===== src/rtl/i2c_pkg.sv =====
// Shared types and constants for the single-byte I2C master.
// State encoding, R/W bit values and the default SCL divider.
package i2c_pkg;

    typedef enum logic [2:0] {
        IDLE,
        START,
        ADDR,
        ADDR_ACK,
        DATA,
        DATA_ACK,
        STOP,
        DONE
    } state_t;

    localparam logic READ  = 1'b1;
    localparam logic WRITE = 1'b0;

    localparam int DEFAULT_CLK_DIV = 4;

    function automatic logic [7:0] addr_byte(
        input logic [6:0] addr,
        input logic       is_write
    );
        return {addr, is_write ? WRITE : READ};
    endfunction

endpackage


===== src/rtl/i2c_tick_gen.sv =====
// Quarter-period divider: tick marks the last clk of each SCL quarter.
// Held at zero while not running so every transfer starts phase-aligned.
module i2c_tick_gen
    import i2c_pkg::*;
#(
    parameter int CLK_DIV = DEFAULT_CLK_DIV
) (
    input  logic clk,
    input  logic reset,
    input  logic run,
    output logic tick
);

    localparam logic [7:0] LAST = 8'(CLK_DIV - 1);

    logic [7:0] cnt;

    always_ff @(posedge clk or negedge reset) begin
        if (!reset) begin
            cnt <= '0;
        end else if (!run || cnt == LAST) begin
            cnt <= '0;
        end else begin
            cnt <= cnt + 8'd1;
        end
    end

    assign tick = run && (cnt == LAST);

endmodule


===== src/rtl/i2c_byte_master.sv =====
// Single-byte I2C master: address phase plus one read or write byte.
// Open-drain outputs are decoded from state and quarter index.
module i2c_byte_master
    import i2c_pkg::*;
#(
    parameter int CLK_DIV = DEFAULT_CLK_DIV
) (
    input  logic       clk,
    input  logic       reset,
    input  logic       start,
    input  logic       write,
    input  logic [6:0] dev_addr,
    input  logic [7:0] wdata,
    output logic [7:0] rdata,
    output logic       ready,
    output logic       busy,
    output logic       ack_err,
    output logic       scl_o,
    output logic       sda_o,
    input  logic       sda_i
);

    state_t     state;
    state_t     state_nx;
    logic [1:0] q;
    logic [2:0] bit_cnt;
    logic [7:0] tx;
    logic [6:0] rx;
    logic [7:0] wdata_q;
    logic       rw;
    logic       run;
    logic       tick;
    logic       bit_end;
    logic       sample;
    logic       scl_bit;

    assign run     = (state != IDLE) && (state != DONE);
    assign bit_end = tick && (q == 2'd3);
    assign sample  = tick && (q == 2'd1);
    assign scl_bit = (q == 2'd1) || (q == 2'd2);
    assign busy    = (state != IDLE);

    i2c_tick_gen #(
        .CLK_DIV(CLK_DIV)
    ) u_tick (
        .clk  (clk),
        .reset(reset),
        .run  (run),
        .tick (tick)
    );

    always_ff @(posedge clk or negedge reset) begin
        if (!reset) begin
            state <= IDLE;
        end else begin
            state <= state_nx;
        end
    end

    always_comb begin
        state_nx = state;
        scl_o    = 1'b1;
        sda_o    = 1'b1;
        ready    = 1'b0;
        unique case (state)
            IDLE: begin
                if (start) state_nx = START;
            end
            START: begin
                sda_o = (q == 2'd0);
                scl_o = (q < 2'd2);
                if (bit_end) state_nx = ADDR;
            end
            ADDR: begin
                sda_o = tx[7];
                scl_o = scl_bit;
                if (bit_end && bit_cnt == 3'd7) state_nx = ADDR_ACK;
            end
            ADDR_ACK: begin
                scl_o = scl_bit;
                if (bit_end) state_nx = ack_err ? STOP : DATA;
            end
            DATA: begin
                sda_o = tx[7];
                scl_o = scl_bit;
                if (bit_end && bit_cnt == 3'd7) state_nx = DATA_ACK;
            end
            DATA_ACK: begin
                // Released SDA: slave ACK slot on write, master NACK on read.
                scl_o = scl_bit;
                if (bit_end) state_nx = STOP;
            end
            STOP: begin
                sda_o = q[1];
                scl_o = (q != 2'd0);
                if (bit_end) state_nx = DONE;
            end
            DONE: begin
                ready    = 1'b1;
                state_nx = IDLE;
            end
            default: begin
                state_nx = IDLE;
            end
        endcase
    end

    always_ff @(posedge clk or negedge reset) begin
        if (!reset) begin
            q       <= '0;
            bit_cnt <= '0;
            tx      <= '0;
            rx      <= '0;
            wdata_q <= '0;
            rw      <= WRITE;
            rdata   <= '0;
            ack_err <= 1'b0;
        end else begin
            if (state == IDLE) begin
                q       <= '0;
                bit_cnt <= '0;
                if (start) begin
                    rw      <= write ? WRITE : READ;
                    tx      <= addr_byte(dev_addr, write);
                    wdata_q <= wdata;
                    ack_err <= 1'b0;
                end
            end else if (tick) begin
                q <= q + 2'd1;
            end

            if (sample) begin
                if (state == ADDR_ACK && sda_i) begin
                    ack_err <= 1'b1;
                end
                if (state == DATA_ACK && rw == WRITE && sda_i) begin
                    ack_err <= 1'b1;
                end
                if (state == DATA && rw == READ) begin
                    rx <= {rx[5:0], sda_i};
                    if (bit_cnt == 3'd7) rdata <= {rx, sda_i};
                end
            end

            if (bit_end) begin
                if (state == ADDR || state == DATA) begin
                    bit_cnt <= bit_cnt + 3'd1;
                    tx      <= {tx[6:0], 1'b1};
                end
                // A read keeps SDA released through the data byte.
                if (state == ADDR_ACK) begin
                    tx <= (rw == WRITE) ? wdata_q : 8'hFF;
                end
            end
        end
    end

endmodule


===== config.mk =====
export PLATFORM = sky130hd
export DESIGN_NAME = i2c_byte_master
export DESIGN_NICKNAME = d
export VERILOG_FILES = /design/src/rtl/i2c_pkg.sv /design/src/rtl/i2c_tick_gen.sv /design/src/rtl/i2c_byte_master.sv
export SDC_FILE = /design/constraint.sdc
export NUM_CORES = 1
export LEC_CHECK = 0
export CAP_MARGIN = 20
export CORE_UTILIZATION = 40
export DETAILED_ROUTE_END_ITERATION = 12
export DONT_BUFFER_PORTS = 1
export GPL_ROUTABILITY_DRIVEN = 0
export PLACE_DENSITY = 0.59
export SKIP_CTS_REPAIR_TIMING = 1
export SLEW_MARGIN = 20
export SYNTH_ARGS = -nofsm -noshare
export SYNTH_HDL_FRONTEND = slang
export SYNTH_SLANG_ARGS = --single-unit

===== constraint.sdc =====
create_clock -name clk -period 1.7 [get_ports clk]
set_input_delay 0.34 -clock clk [delete_from_list [all_inputs] [get_ports clk]]
set_output_delay 0.34 -clock clk [all_outputs]
set_load 0.02 [all_outputs]

Word level (Yosys, flattened, before mapping)
Index checks and enable logic that the tools add are counted.
{"block": "totals", "elab_cells": 89, "register_bits": 49, "input_bits": 20}
{"block": "classes", "bitwise": 1, "n_mux": 30, "n_eq_ne": 20, "n_reduce_logical": 24, "n_lt_le_gt_ge": 1, "add_sub_neg": 3}
{"cell": "$mux 8", "n": 7}
{"cell": "$mux 3", "n": 10}
{"cell": "$pmux 3 s8", "n": 1}
{"cell": "$eq 3x3->1 const B", "n": 5}
{"cell": "$ne 2x2->1 const B", "n": 7}
{"cell": "$logic_and 1x1->1", "n": 9}
{"cell": "$add 8x1->8 const B", "n": 1}
{"cell": "$eq 8x2->1 const B", "n": 1}
{"cell": "$mux 1", "n": 7}
{"cell": "$reduce_and 7->1", "n": 1}
{"cell": "$eq 3x2->1 const B", "n": 2}
{"cell": "$mux 2", "n": 3}
{"cell": "$pmux 1 s3", "n": 2}
{"cell": "$eq 2x2->1 const B", "n": 2}
{"cell": "$reduce_and 2->1", "n": 2}
{"cell": "$reduce_bool 2->1", "n": 2}
{"cell": "$reduce_or 4->1", "n": 1}
{"cell": "$add 3x1->3 const B", "n": 1}
{"cell": "$eq 3x1->1 const B", "n": 1}
{"cell": "$logic_not 3->1", "n": 1}
{"cell": "$logic_or 1x1->1", "n": 3}
{"cell": "$ne 3x3->1 const B", "n": 1}
{"cell": "$reduce_and 3->1", "n": 1}
{"cell": "$reduce_bool 3->1", "n": 1}
{"cell": "other kinds (7)", "n": 7}

Depth between registers and ports, before layout
{"block": "logic_depth", "ltp_word": 7, "mapped_depth": 7, "ltp_nobuf": 6}

Hierarchy
From an unflattened synthesis, not the netlist that was laid out.
{"block": "unflattened", "hier_cells": 217, "hier_area_um2": 2367.3}
{"mod": "i2c_byte_master", "instances": 1, "cells_each": 178, "area_per_inst_um2": 1968.1}
{"mod": "i2c_tick_gen", "instances": 1, "cells_each": 39, "area_per_inst_um2": 399.1}

Least setup slack after synthesis
No wires, ideal clock.
{"block": "synth_path", "path_type": "register to output", "start": "register state[1]", "end": "output sda_o", "n_path_buf": 2, "required_time_ns": 1.360, "setup_slack_ns": -0.215, "t_arrival_ns": 1.575, "path_stages_with_launch": 7, "path_cell_list": "dfrtp_1 > clkbuf_1 > buf_2 > mux2i_1 > nand2_1 > o21ai_0 > o21ai_0"}
{"block": "synth_via", "elab_chain_len": 3}
{"item": "start, declared", "line_no": "i2c_byte_master.sv:23", "source": "state_t state;"}
{"item": "start signal, assigned", "line_no": "i2c_byte_master.sv:56", "source": "state <= state_nx;"}
{"item": "$eq 3x3->1 or $eq 3x2->1 (tied branches)", "line_no": "i2c_byte_master.sv:65", "source": "unique case (state)"}
{"item": "$reduce_or 2->1 (no source line)"}
{"item": "$pmux 1 s3 *", "line_no": "i2c_byte_master.sv:65"}
{"item": "end, declared", "line_no": "i2c_byte_master.sv:19", "source": "output logic sda_o,"}
Every way passes the cells marked *; elsewhere a longest branch is shown, timed or not.

Worst setup path in the final report
{"block": "layout_path", "start": "register state[2]", "end": "output busy"}
{"block": "layout_via", "elab_chain_len": 1}
{"item": "$reduce_bool 3->1", "line_no": "i2c_byte_master.sv:41", "source": "assign busy = (state != IDLE);"}
{"item": "end, declared", "line_no": "i2c_byte_master.sv:16", "source": "output logic busy,"}
Every way passes these cells.

==> results.sh <==
export IMPL_ys_flop_type="dfrtp_1"
export IMPL_clkTransAtPathRegs_ps=80
export IMPL_arrival_ps=1460
export IMPL_finClkSkew_ps=7.06
export IMPL_setup_violations=3
export IMPL_dpl_hpwl_um=3350
export IMPL_final_cell_area_mm2=0.00307
export IMPL_slowest_delay_ps=410
export IMPL_slew_viol_final=0
export IMPL_antenna_found_initial=0
export IMPL_routed_top_layer="met4"
export IMPL_final_hold_violation_count=0
export IMPL_route_met3_wl_um=172
export IMPL_cts_buffer_depth=2
export IMPL_critPathTopFamily="buffers and inverters"
export IMPL_postLayoutCoreUtil_pct=51.5
export IMPL_crit_top_cell="buf_4"
export IMPL_switching_share_pct=34.3
export IMPL_yosys_area_share_simple_pct=18.7
export IMPL_critPathKind="reg -> out"
export IMPL_syn_area_mm2=0.00248
export IMPL_dieArea_mm2=0.00653
export IMPL_worstPathMaxFanout=11
export IMPL_io_pins=33
export IMPL_final_common_cell="nand2_1"
export IMPL_layout_drive_gt1_share_pct=30.2
export IMPL_worst_pin_slew_ps=342
export IMPL_post_synth_fa_ha_maj_area_fraction_pct=4.23
export IMPL_cts_htree_levels=2
export IMPL_vias=1828
export IMPL_worstPathRequired_ps=1360
export IMPL_cts_buffers=5
export IMPL_final_cell_mix="nand2_1 (49), dfrtp_1 (47), buf_4 (29)"
export IMPL_synth_top_family_by_area="simple AND/OR/NAND/NOR gates"
export IMPL_yosysWarningCount=0
export IMPL_rows=28
export IMPL_peakVddDrop_mv=0.801
export IMPL_start_util_pct=41.7
export IMPL_grt_use_total_pct=16.5
export IMPL_cp_num_buf_inv=4
export IMPL_grt_max_degree=50
export IMPL_synthArstFlopShare_pct=100
export IMPL_syn_inst=236
export IMPL_timing_rr_start="state[1]$_DFFE_PN0P_"
export IMPL_clkSinkCount=49
export IMPL_syn_nets=262
export IMPL_wl_um=5170
export IMPL_synthMuxAreaShare_pct=9.22
export IMPL_drt_vias_per_instance=5.33
export IMPL_ys_types=44
export IMPL_fmax_ghz=0.556
export IMPL_cp_start_kind="register"
export IMPL_ys_ff_latch=49
export IMPL_dr_wl_met2_um=2570
export IMPL_max_cap_violations=0
export IMPL_placed_cell_area_mm2=0.00271
export IMPL_setup_slack_ps=-98.2
export IMPL_path_cells="buf_4 > nor3_4 > buf_4 > inv_1 > buf_4"
export IMPL_root_buffer="clkbuf_8"
export IMPL_wl_met1_um=2410
export IMPL_cts_tree="built"
export IMPL_finalCritPeriodShare_pct=106
export IMPL_grt_pass1_wl_um=8190
export IMPL_wl_per_cell_um=15.1
export IMPL_die_w_um=80.8
export IMPL_synth_compound_area_share_pct=12.2
export IMPL_yosysSeqAreaShare_pct=49.4
export IMPL_critical_path_startpoint="state[2]$_DFFE_PN0P_"
export IMPL_grt_pass1_vias=1729
export IMPL_hold_path_class="in -> reg"
export IMPL_pwr_share_clk_pct=19.9
export IMPL_violations="negative setup slack"
export IMPL_rsz0062_at_grt="true"
export IMPL_seq_power_share_pct=40.3
export IMPL_io_buffers=0
export IMPL_core_mm2=0.00596
export IMPL_power_density_mw_per_mm2=1410
export IMPL_fp_dieH_um=80.8
export IMPL_slew_limit_headroom_pct=77.2
export IMPL_synthXorXnorAreaFrac_pct=2.47
export IMPL_overflow=0
export IMPL_leakagePower_nw=1.43
export IMPL_clock_insertion_delay_worst_skew_ps=300
export IMPL_synth_edff_count=0
export IMPL_avgSynthCellArea_um2=10.5
export IMPL_pwr_share_comb_pct=39.8
export IMPL_cpMaxStageDelayCell="dfrtp_1"
export IMPL_p_int_mw=2.83
export IMPL_firstDrtPassIters=4
export IMPL_antenna_left=0
export IMPL_hp_start="wdata[1]"
export IMPL_min_period_ps=1800
export IMPL_drc_errors=0
export IMPL_area_delta_synth_final_pct=23.4
export IMPL_p_switching_mw=1.48
export IMPL_status="finished with violations"
export IMPL_drt_iter0_drc=74
export IMPL_cp_end_kind="output port"
export IMPL_nets=293
export IMPL_diodes=0
[through the flow]
stage	worst slack [ps]	power, mW	hold slack, ps	TNS, ps	instances
after floorplan	-68.2	2.70	44.4	-68.2	236
after global placement	26.4	3.12	45.9	0	322
after detailed placement	-41.3	3.15	45.7	-265	322
after CTS	-269	4.03	-286	-938	330
after global routing	-176	4.60	128	-1120	343
final	-98.2	4.31	148	-238	343
[synthesized netlist by cell type (all sizes together), types with 2 or more instances]
cell | n | area share, %
inv | 5 | 0.76
nand2b | 2 | 0.50
o31ai | 2 | 0.60
o22ai | 7 | 1.8
dfrtp | 49 | 49
mux2i | 3 | 1.2
nor2 | 12 | 1.8
ha | 6 | 3.0
buf | 5 | 1.4
clkbuf | 8 | 1.6
mux2 | 15 | 8.0
and3 | 3 | 0.76
o21ai | 6 | 1.2
and2 | 2 | 0.55
nand2 | 51 | 8.4
nor3 | 2 | 0.40
xor2 | 5 | 1.8
nand3 | 10 | 2.0
o22a | 10 | 3.5
maj3 | 3 | 1.2
a21oi | 4 | 0.81
a32oi | 7 | 2.5
xnor2 | 2 | 0.71
nor4 | 2 | 1.1
nand3b | 2 | 0.60
nor3b | 3 | 0.91
[worst reg2reg max path, delay by kind of cell (launching register included)]
| family | cells | cell delay (ps) |
|---|---|---|
| DFF | 1 | 450 |
| and+or+nand+nor | 3 | 540 |
| buffers and inverters | 2 | 280 |
| muxes | 1 | 320 |
[worst paths after layout]
path | endpoint | slack, ps | cells past startpoint
worst max-delay path | busy | -100 | 5
worst min-delay path | wdata_q[1]$_DFFE_PN0P_ | 150 | 2
worst max register to register | rdata[5]$_DFFE_PN0P_ | 10 | 6
worst min register to register | wdata_q[6]$_DFFE_PN0P_ | 480 | 2
max in group asynchronous | state[1]$_DFFE_PN0P_ | 910 | 2
min in group asynchronous | ack_err$_DFF_PN0_ | 540 | 2
[state kept, by name (all words and copies together), names as in the netlist]
| name | count |
|---|---|
| rdata | 8 |
| tx | 8 |
| u_tick.cnt | 8 |
| wdata_q | 8 |
| rx | 7 |
| bit_cnt | 3 |
| state | 3 |
| q | 2 |
| ack_err | 1 |
| rw | 1 |
[metal layers]
layer  up-vias  track usage [%]
met5         -                0
met4         0             4.29
met3         4             3.60
met2        29             26.5
met1       897             22.4
li1        898                -
[power groups by stage]
stage	clock (mW)	sequential [mW]	combinational, mW
finish	0.856	1.74	1.72
global route	0.941	1.77	1.89
CTS	0.888	1.71	1.43
detailed placement	0	1.72	1.43
global placement	0	1.72	1.40
floorplan	0	1.69	1.01
[layout make-up]
type / instances / area, µm²
clock buffer: 7 / 86.3
sequential: 49 / 1230
timing repair buffer: 37 / 363
fill: 545 / 2890
clock inverter: 1 / 30.0
inverter: 5 / 18.8
multi-input combinational: 169 / 1240
tap: 75 / 93.8
[kinds of logic (layout without fill, tap and decap cells)]
family | after synthesis | count (layout)
buf+inv | 18 | 50
flops | 49 | 49
simple gates | 93 | 93
fa+ha+maj | 9 | 9
mux | 18 | 18
compound gates | 42 | 42
xor+xnor | 7 | 7
Power figures use the tool's default switching activity.
